## config.mk

```make
export PLATFORM = sky130hd
export DESIGN_NAME = pwm_fade_sequencer
export DESIGN_NICKNAME = d
export VERILOG_FILES = /design/src/rtl/pwm_fade_sequencer.sv
export SDC_FILE = /design/constraint.sdc
export NUM_CORES = 1
export LEC_CHECK = 0
export BUFFER_PORTS_ARGS = -buffer_cell sky130_fd_sc_hd__buf_2
export CAP_MARGIN = 5
export CORE_MARGIN = 10
export CORE_UTILIZATION = 51
export DETAILED_ROUTE_END_ITERATION = 7
export PLACE_DENSITY = 0.68
export SLEW_MARGIN = 20
export SYNTH_ARGS = -nofsm -noshare
export SYNTH_HDL_FRONTEND = slang
export SYNTH_SLANG_ARGS = --single-unit
export TNS_END_PERCENT = 1
```

## constraint.sdc

```tcl
create_clock -name clk -period 6.16 [get_ports clk]
set_input_delay 1.848 -clock clk [delete_from_list [all_inputs] [get_ports clk]]
set_output_delay 1.848 -clock clk [all_outputs]
set_load 0.03 [all_outputs]
```

## src/rtl/pwm_fade_sequencer.sv

```systemverilog
// pwm_fade_sequencer
// Ramps four 8-bit PWM duty registers toward programmed targets. A shared
// prescaler produces fade ticks, each channel has its own interval counter
// that raises a pending request, and a two-state round-robin engine applies
// one clamped step per update.
module pwm_fade_sequencer #(
  parameter int PRESCALE = 256,
  parameter int NUM_CH   = 4
) (
  input  logic       clk,
  input  logic       rst_n,
  input  logic       cfg_valid,
  output logic       cfg_ready,
  input  logic [1:0] cfg_ch,
  input  logic [7:0] cfg_target,
  input  logic [7:0] cfg_step,
  input  logic [7:0] cfg_interval,
  input  logic       cfg_immediate,
  output logic [7:0] duty_0,
  output logic [7:0] duty_1,
  output logic [7:0] duty_2,
  output logic [7:0] duty_3,
  output logic [3:0] busy,
  output logic [3:0] done_pulse
);

  localparam int            PW         = $clog2(PRESCALE);
  localparam logic [PW-1:0] PRESC_LAST = PW'(PRESCALE - 1);

  typedef enum logic {
    S_IDLE   = 1'b0,
    S_UPDATE = 1'b1
  } state_t;

  state_t              r_state;
  state_t              w_state_next;
  logic [1:0]          r_sel;
  logic [1:0]          r_rr_ptr;
  logic [1:0]          w_pick;
  logic                w_found;
  logic [PW-1:0]       r_presc;
  logic                w_tick;
  logic [NUM_CH-1:0]   w_pending;

  assign w_tick = (r_presc == PRESC_LAST);

  // Fade-tick prescaler: counts 0..PRESCALE-1 and wraps
  always_ff @(posedge clk or negedge rst_n) begin
    if (!rst_n) begin
      r_presc <= '0;
    end else if (w_tick) begin
      r_presc <= '0;
    end else begin
      r_presc <= r_presc + PW'(1);
    end
  end

  // Per-channel fade state: duty, settings, interval counter, pending, pulse
  for (genvar gi = 0; gi < NUM_CH; gi++) begin : g_ch
    logic [7:0] r_duty;
    logic [7:0] r_target;
    logic [7:0] r_step;
    logic [7:0] r_interval;
    logic [7:0] r_cnt;
    logic       r_pending;
    logic       r_hit;
    logic       r_done;
    logic       w_acc;
    logic       w_upd;
    logic       w_busy;
    logic       w_jump;
    logic       w_hit;
    logic       w_pend_next;
    logic [8:0] w_sum;
    logic [8:0] w_diff;
    logic [7:0] w_stepped;
    logic [7:0] w_duty_next;
    logic [7:0] w_target_next;

    assign w_acc  = cfg_valid && cfg_ready && (cfg_ch == 2'(gi));
    assign w_upd  = (r_state == S_UPDATE) && (r_sel == 2'(gi));
    assign w_busy = (r_duty != r_target);
    assign w_jump = cfg_immediate || (cfg_step == 8'd0);
    assign w_sum  = {1'b0, r_duty} + {1'b0, r_step};
    assign w_diff = {1'b0, r_duty} - {1'b0, r_step};

    // One step toward the target, clamped so it never passes it or wraps
    always_comb begin
      w_stepped = r_duty;
      if (r_duty < r_target) begin
        if (w_sum > {1'b0, r_target}) w_stepped = r_target;
        else                          w_stepped = w_sum[7:0];
      end else if (r_duty > r_target) begin
        if (w_diff[8] || (w_diff[7:0] < r_target)) w_stepped = r_target;
        else                                       w_stepped = w_diff[7:0];
      end
    end

    // Next duty/target/pending: a config write wins over tick and update
    always_comb begin
      w_duty_next   = r_duty;
      w_target_next = r_target;
      w_pend_next   = r_pending & ~w_upd;
      // A tick that lands on the update edge still re-arms the request
      if (w_tick && (r_cnt >= r_interval)) w_pend_next = w_pend_next | w_busy;
      if (w_acc) begin
        w_target_next = cfg_target;
        w_pend_next   = 1'b0;
        if (w_jump) w_duty_next = cfg_target;
      end else if (w_upd) begin
        w_duty_next = w_stepped;
      end
    end

    // Only a real duty change that lands on the target counts as completion
    assign w_hit = (w_duty_next != r_duty) && (w_duty_next == w_target_next);

    // Channel registers; done is the completion flag delayed by one cycle
    always_ff @(posedge clk or negedge rst_n) begin
      if (!rst_n) begin
        r_duty     <= '0;
        r_target   <= '0;
        r_step     <= '0;
        r_interval <= '0;
        r_cnt      <= '0;
        r_pending  <= 1'b0;
        r_hit      <= 1'b0;
        r_done     <= 1'b0;
      end else begin
        r_duty    <= w_duty_next;
        r_target  <= w_target_next;
        r_pending <= w_pend_next;
        r_hit     <= w_hit;
        r_done    <= r_hit;
        if (w_acc) begin
          r_step     <= cfg_step;
          r_interval <= cfg_interval;
          r_cnt      <= '0;
        end else if (w_tick) begin
          if (r_cnt >= r_interval) r_cnt <= '0;
          else                     r_cnt <= r_cnt + 8'd1;
        end
      end
    end

    assign w_pending[gi]  = r_pending;
    assign busy[gi]       = w_busy;
    assign done_pulse[gi] = r_done;
  end

  assign duty_0 = g_ch[0].r_duty;
  assign duty_1 = g_ch[1].r_duty;
  assign duty_2 = g_ch[2].r_duty;
  assign duty_3 = g_ch[3].r_duty;

  // Round-robin search: first pending channel at or above rr_ptr, wrapping
  always_comb begin
    w_found = 1'b0;
    w_pick  = r_rr_ptr;
    for (int k = 0; k < NUM_CH; k++) begin
      if (!w_found && w_pending[r_rr_ptr + 2'(k)]) begin
        w_found = 1'b1;
        w_pick  = r_rr_ptr + 2'(k);
      end
    end
  end

  // FSM state register, with the selected channel and round-robin pointer
  always_ff @(posedge clk or negedge rst_n) begin
    if (!rst_n) begin
      r_state  <= S_IDLE;
      r_sel    <= '0;
      r_rr_ptr <= '0;
    end else begin
      r_state <= w_state_next;
      if ((r_state == S_IDLE) && w_found) r_sel <= w_pick;
      if (r_state == S_UPDATE) r_rr_ptr <= r_sel + 2'd1;
    end
  end

  // FSM next state: IDLE picks a channel, UPDATE lasts exactly one cycle
  always_comb begin
    w_state_next = r_state;
    case (r_state)
      S_IDLE:   if (w_found) w_state_next = S_UPDATE;
      S_UPDATE: w_state_next = S_IDLE;
      default:  w_state_next = S_IDLE;
    endcase
  end

  // FSM outputs: block config only for the channel being updated right now
  always_comb begin
    cfg_ready = 1'b1;
    if ((r_state == S_UPDATE) && (cfg_ch == r_sel)) cfg_ready = 1'b0;
  end

endmodule

```

# Word-level counts from Yosys, hierarchy flattened
# Cells that the tools add are included.
[classes] n_lt_le_gt_ge=24 add_sub_neg=17 reduce_logical=37 bitwise_logic=13 mux=71 n_eq_ne=20
[ops] op="$mux 8" count=45
[ops] op="$lt 8x8->1" count=8
[ops] op="$ne 8x8->1" count=8
[ops] op="$add 8x1->8 const B" count=5
[ops] op="$add 8x8->9" count=4
[ops] op="$gt 9x8->1" count=4
[ops] op="$sub 8x8->9" count=4
[ops] op="$eq 8x8->1" count=4
[ops] op="$ge 8x8->1" count=4
[ops] op="$gt 8x8->1" count=4
[ops] op="$logic_and 1x1->1" count=22
[ops] op="$mux 1" count=18
[ops] op="$lt 2x3->1 const B" count=4
[ops] op="$bmux 1 s2" count=4
[ops] op="$eq 2x2->1 const B" count=4
[ops] op="$eq 8x8->1 const B" count=1
[ops] op="$logic_not 8->1" count=1
[ops] op="$reduce_bool 2->1" count=4
[ops] op="$mux 2" count=3
[ops] op="$logic_or 1x1->1" count=5
[ops] op="$not 1->1" count=5
[ops] op="$add 2x1->2 const B" count=2
[ops] op="$add 2x2->2 const B" count=2
[ops] op="$and 1x1->1" count=4
[ops] op="6 further kinds" count=13
[totals] input_bits=30 word_cells=218 reg_bits=185

# Longest topological paths before layout
[logic_depth] ltp_word=14 mapped_depth=23 depth_no_buf=20

# Worst setup path before layout
# Ideal clock, no wire load.
[synth_path] path_kind="reg-to-reg" startpoint="register g_ch[2].r_duty[3] (netlist: duty_2[3])" endpoint="register g_ch[2].r_hit" setup_slack_ns=1.600 period_less_slack_ns=4.560 setup_ns=0.123 arrival_time_ns=4.437 path_stages_with_launch=21 cell_sequence="dfrtp_1 ha_1 clkbuf_1 or4_1 a31oi_1 xor2_1 inv_1 ha_1 a211oi_1 o21ai_1 o22ai_1 o221ai_1 or2_0 clkbuf_1 buf_2 a311oi_1 o2111ai_1 a211oi_1 nand4_1 nor3_1 nor4_1"
[synth_via] elab_chain_len=10 elab_cells_between_ends=17 cone_classes="2 x add/sub; 4 x order compare; 2 x eq/ne; 7 x mux; 2 x reduce/logical"
[synth_lines] element="from (decl)" line="60" rtl="logic [7:0] r_duty;"
[synth_lines] element="from (signal assigned)" line="130" rtl="r_duty <= w_duty_next;"
[synth_lines] element="$sub 8x8->9" line="85" rtl="assign w_diff = {1'b0, r_duty} - {1'b0, r_step};"
[synth_lines] element="$lt 8x8->1" line="94" rtl="if (w_diff[8] || (w_diff[7:0] < r_target)) w_stepped = r_target;"
[synth_lines] element="$logic_or 1x1->1" line="94"
[synth_lines] element="$mux 8" line="94"
[synth_lines] element="$mux 8" line="93" rtl="end else if (r_duty > r_target) begin"
[synth_lines] element="$mux 8" line="90" rtl="if (r_duty < r_target) begin"
[synth_lines] element="$mux 8" line="110" rtl="end else if (w_upd) begin"
[synth_lines] element="$mux 8" line="106" rtl="if (w_acc) begin"
[synth_lines] element="$ne 8x8->1 / $eq 8x8->1 (equally long branches)" line="116" rtl="assign w_hit = (w_duty_next != r_duty) && (w_duty_next == w_target_next);"
[synth_lines] element="$logic_and 1x1->1 (*)" line="116"
[synth_lines] element="via g_ch[2].w_hit" line="72" rtl="logic w_hit;"
[synth_lines] element="to (signal assigned)" line="133" rtl="r_hit <= w_hit;"
[synth_lines] element="to (decl)" line="66" rtl="logic r_hit;"
# The timed path passes the listed nets; every way through them passes the cells marked *.
# A chain may end at the register's enable or synchronous reset.

# Worst setup path in the final report
[layout_path] startpoint="register g_ch[3].r_duty[2] (netlist: duty_3[2])" endpoint="register g_ch[3].r_hit"
[layout_via] elab_chain_len=10 elab_cells_between_ends=17 cone_classes="2 x add/sub; 4 x order compare; 2 x eq/ne; 7 x mux; 2 x reduce/logical"
[layout_lines] element="from (decl)" line="60"
[layout_lines] element="from (signal assigned)" line="130"
[layout_lines] element="$sub 8x8->9" line="85"
[layout_lines] element="$lt 8x8->1" line="94"
[layout_lines] element="$logic_or 1x1->1" line="94"
[layout_lines] element="$mux 8" line="94"
[layout_lines] element="$mux 8" line="93"
[layout_lines] element="$mux 8" line="90"
[layout_lines] element="$mux 8" line="110"
[layout_lines] element="$mux 8" line="106"
[layout_lines] element="$ne 8x8->1 / $eq 8x8->1 (equally long branches)" line="116"
[layout_lines] element="$logic_and 1x1->1 (*)" line="116"
[layout_lines] element="via g_ch[3].w_hit" line="72"
[layout_lines] element="to (signal assigned)" line="133"
[layout_lines] element="to (decl)" line="66"
# Marks and branches as above.

==> results_dict.tcl <==
set metrics [dict create \
    cap_violations 0 \
    dieArea_um2 39990 \
    startpoint "duty_3[2]" \
    ys_warn_count 0 \
    crit_end "g_ch[3].r_hit" \
    placed_area_um2 17210 \
    min_path_type "reg -> reg" \
    vias 15422 \
    grtUsageTotal_pct 26.63 \
    multiInputGateArea_um2 10960 \
    die_w_um 200.0 \
    cts_resized 0 \
    whs_ns 0.3532 \
    synth.top_cells.by_area "dfrtp_1 28%, ha_1 15%, o21ai_0 6.2%" \
    core_um2 31720 \
    layout-drive-gt1-share_pct 8.047 \
    clockBufferDepth 2 \
    critical_path.startpoint_type "register" \
    instances_no_fill 2445 \
    cpPeakStageDelay_ns 0.69 \
    fmax_mhz 185.7 \
    fillCellCount 2941 \
    r2r-end "g_ch[3].r_hit" \
    synth_top_cell_by_area "dfrtp_1" \
    rsz0062_at_grt "no" \
    ios 71 \
    crit_required_ns 6.48 \
    ys.flop_type "dfrtp_1" \
    path_clk_slew_ns 0.08 \
    r2r-start "duty_3[2]" \
    numCtsBuffers 17 \
    port-buffer-count 70 \
    place_ws_ns 0.5810 \
    crit_fanout 12 \
    synth_area_um2 16520 \
    ys_types 93 \
    numPlacedInstances 2409 \
    fp.dieH_um 200.0 \
    worst_pin_slew_ns 1.092 \
    cts_setup_buffers 0 \
    syn_avg_cell_area_um2 8.243 \
    cts_tree "done" \
    area_delta_synth_final_pct 7.506 \
    cts-root-buf "clkbuf_16" \
    tns_ns 0 \
    fin_crit_ns 5.384 \
    synth_edf_count 0 \
    ys_ff_latch 185 \
    clock_latency_ns 0.46 \
    initial_core_util_pct 52.08 \
    drc 0 \
    synthCells 2004 \
    worst_ir_drop_vdd_uv 282.2 \
    hpwlAfterDp_um 39340 \
    crit_type "reg -> reg" \
    cts_num_sinks 185 \
    post_drt_via_cell_ratio 6.308 \
    total_power_mw 11.44 \
    place.gp.congestion 1.009 \
    first_pass_iters 7 \
    nets 2261 \
    final_antenna_net_count 0 \
    grt_pass1_vias 14951 \
    routed_wirelength_um 52940 \
    finalHoldViolations 0 \
    htree_levels 4 \
    worst-r2r-cell-count 18 \
    crit_arrival_ns 5.71 \
    grt_start_max_net_pins 101 \
    synth-seq-area-share_pct 28.02 \
    yosysMostFrequentCell "nand2_1" \
    fin_area_um2 17760 \
    p_leak_nw 8.117 \
    grt_pass1_wl_um 84060 \
    antenna_found_initial 4 \
    drt_iter0_drc 1625 \
    fin_ws_ns 0.7761 \
    synth_nets 2239 \
    r2r_setup_slack_ns 0.78 \
    slowest_stage "a2111oi_0" \
    cp-end-kind "register" \
    ctsHoldBuffers 0 \
    regArea_um2 4629 \
    final_core_util_pct 55.99 \
    p_per_area_nw_per_um2 644.0 \
    cp_cell_sequence "ha_1 -> nand3_1 -> a21oi_1 -> a2111oi_0 -> a211o_1 -> xor2_1 -> inv_1 -> ha_1 -> nand4_1 -> o31ai_1 -> and2_1 -> buf_4 -> o32ai_1 -> nor3_2 -> xor2_1 -> o2111ai_1 -> o41ai_1 -> a311oi_1" \
    wl_per_cell_um 21.65 \
    slew_viol_final 0 \
    skew_ns 0.009177 \
    row_count 65 \
    netlist.area_leader.share_pct 28.02 \
    grt_overflow 0 \
    ys_async_sr_fraction_pct 100.0 \
    netlist_top_cells_count "218 x nand2_1, 205 x o21ai_0, 197 x ha_1, 185 x dfrtp_1, 146 x inv_1" \
    outcome "complete, no violations" \
    setup_viol 0 \
    period_share_pct 87.40 \
    slew_headroom_pct 27.20 \
]
registers in the layout, indices dropped and copies added (netlist names):
signal,cells
g_ch.r_cnt,32
g_ch.r_interval,32
g_ch.r_step,32
g_ch.r_target,32
duty_0,8
duty_1,8
duty_2,8
duty_3,8
r_presc,8
g_ch.r_done,4
g_ch.r_hit,4
g_ch.r_pending,4
r_rr_ptr,2
r_sel,2
r_state,1
cell usage in the layout (no fill, tap or decap), types with 9 or more instances in the layout:
master and count:
buf_2 69, nor4_1 10, nand2_1 218, and3_1 25
inv_1 146, nand4_1 25, o21ai_0 205, dfrtp_1 185
a21o_1 43, nand3_1 56, nand2b_1 33, and2_1 11
o2111ai_1 9, nor3_1 30, o21a_1 17, a31oi_1 22
o221ai_1 9, a211oi_1 28, o31ai_1 20, a21oi_1 106
xor2_1 49, mux2_2 14, a22oi_1 9, nor2_1 129
buf_4 24, xnor2_1 60, ha_1 197, mux2i_1 26
nor2b_1 17, o22ai_1 22, o211ai_1 20, clkbuf_16 17
worst min-delay path by stage:
stage | depth (start not counted) | start | to
4_1_cts | 0 | g_ch[0].r_hit | g_ch[0].r_done
5_1_grt | 0 | g_ch[3].r_hit | g_ch[3].r_done
3_3_place_gp | 0 | g_ch[0].r_hit | g_ch[0].r_done
3_5_place_dp | 0 | g_ch[0].r_hit | g_ch[0].r_done
6_report | 0 | g_ch[0].r_hit | g_ch[0].r_done
2_1_floorplan | 0 | g_ch[0].r_hit | g_ch[0].r_done
critical path: cells and delay by family (launching register included):
| kind | cells | cell delay, ns |
|---|---|---|
| buffers and inverters | 2 | 0.33 |
| flip-flops | 1 | 0.64 |
| XOR/XNOR | 2 | 0.51 |
| adder cells (fa/ha/maj) | 2 | 0.74 |
| AO/OA/AOI/OAI | 8 | 2.11 |
| AND/OR/NAND/NOR | 4 | 0.92 |
area by class of cell:
| cell class | count | area share [%] |
|---|---|---|
| multi-input combinational | 1579 | 61.72 |
| sequential | 185 | 26.07 |
| tap | 402 | 2.832 |
| timing repair buffer | 95 | 3.149 |
| inverter | 148 | 3.128 |
| clock buffer | 18 | 2.417 |
| clock inverter | 13 | 0.6200 |
| antenna | 5 | 0.07045 |
kinds of logic (layout without fill, tap and decap cells):
logic type	Yosys count	after routing	share of synthesized area, %
simple gates	603	603	17.44
other cells	0	5	0
xor+xnor	109	109	5.779
flops	185	185	28.02
mux	40	40	2.530
buf+inv	240	274	5.802
compound gates	622	622	24.54
fa+ha+maj	205	205	15.89
per-layer routing:
layer	GRT usage, %	share of wire [%]	wire length [um]
met1	35.56	45	23580
met3	5.576	7.4	3932
met2	42.14	45	24070
met4	8.637	2.5	1328
met5	0	0.055	29
power by group:
part           switching, mW  internal [mW]
sequential             0.383           1.49
clock                  0.560          0.528
combinational           5.24           3.23
No activity file was read; power rests on OpenSTA's default activity.
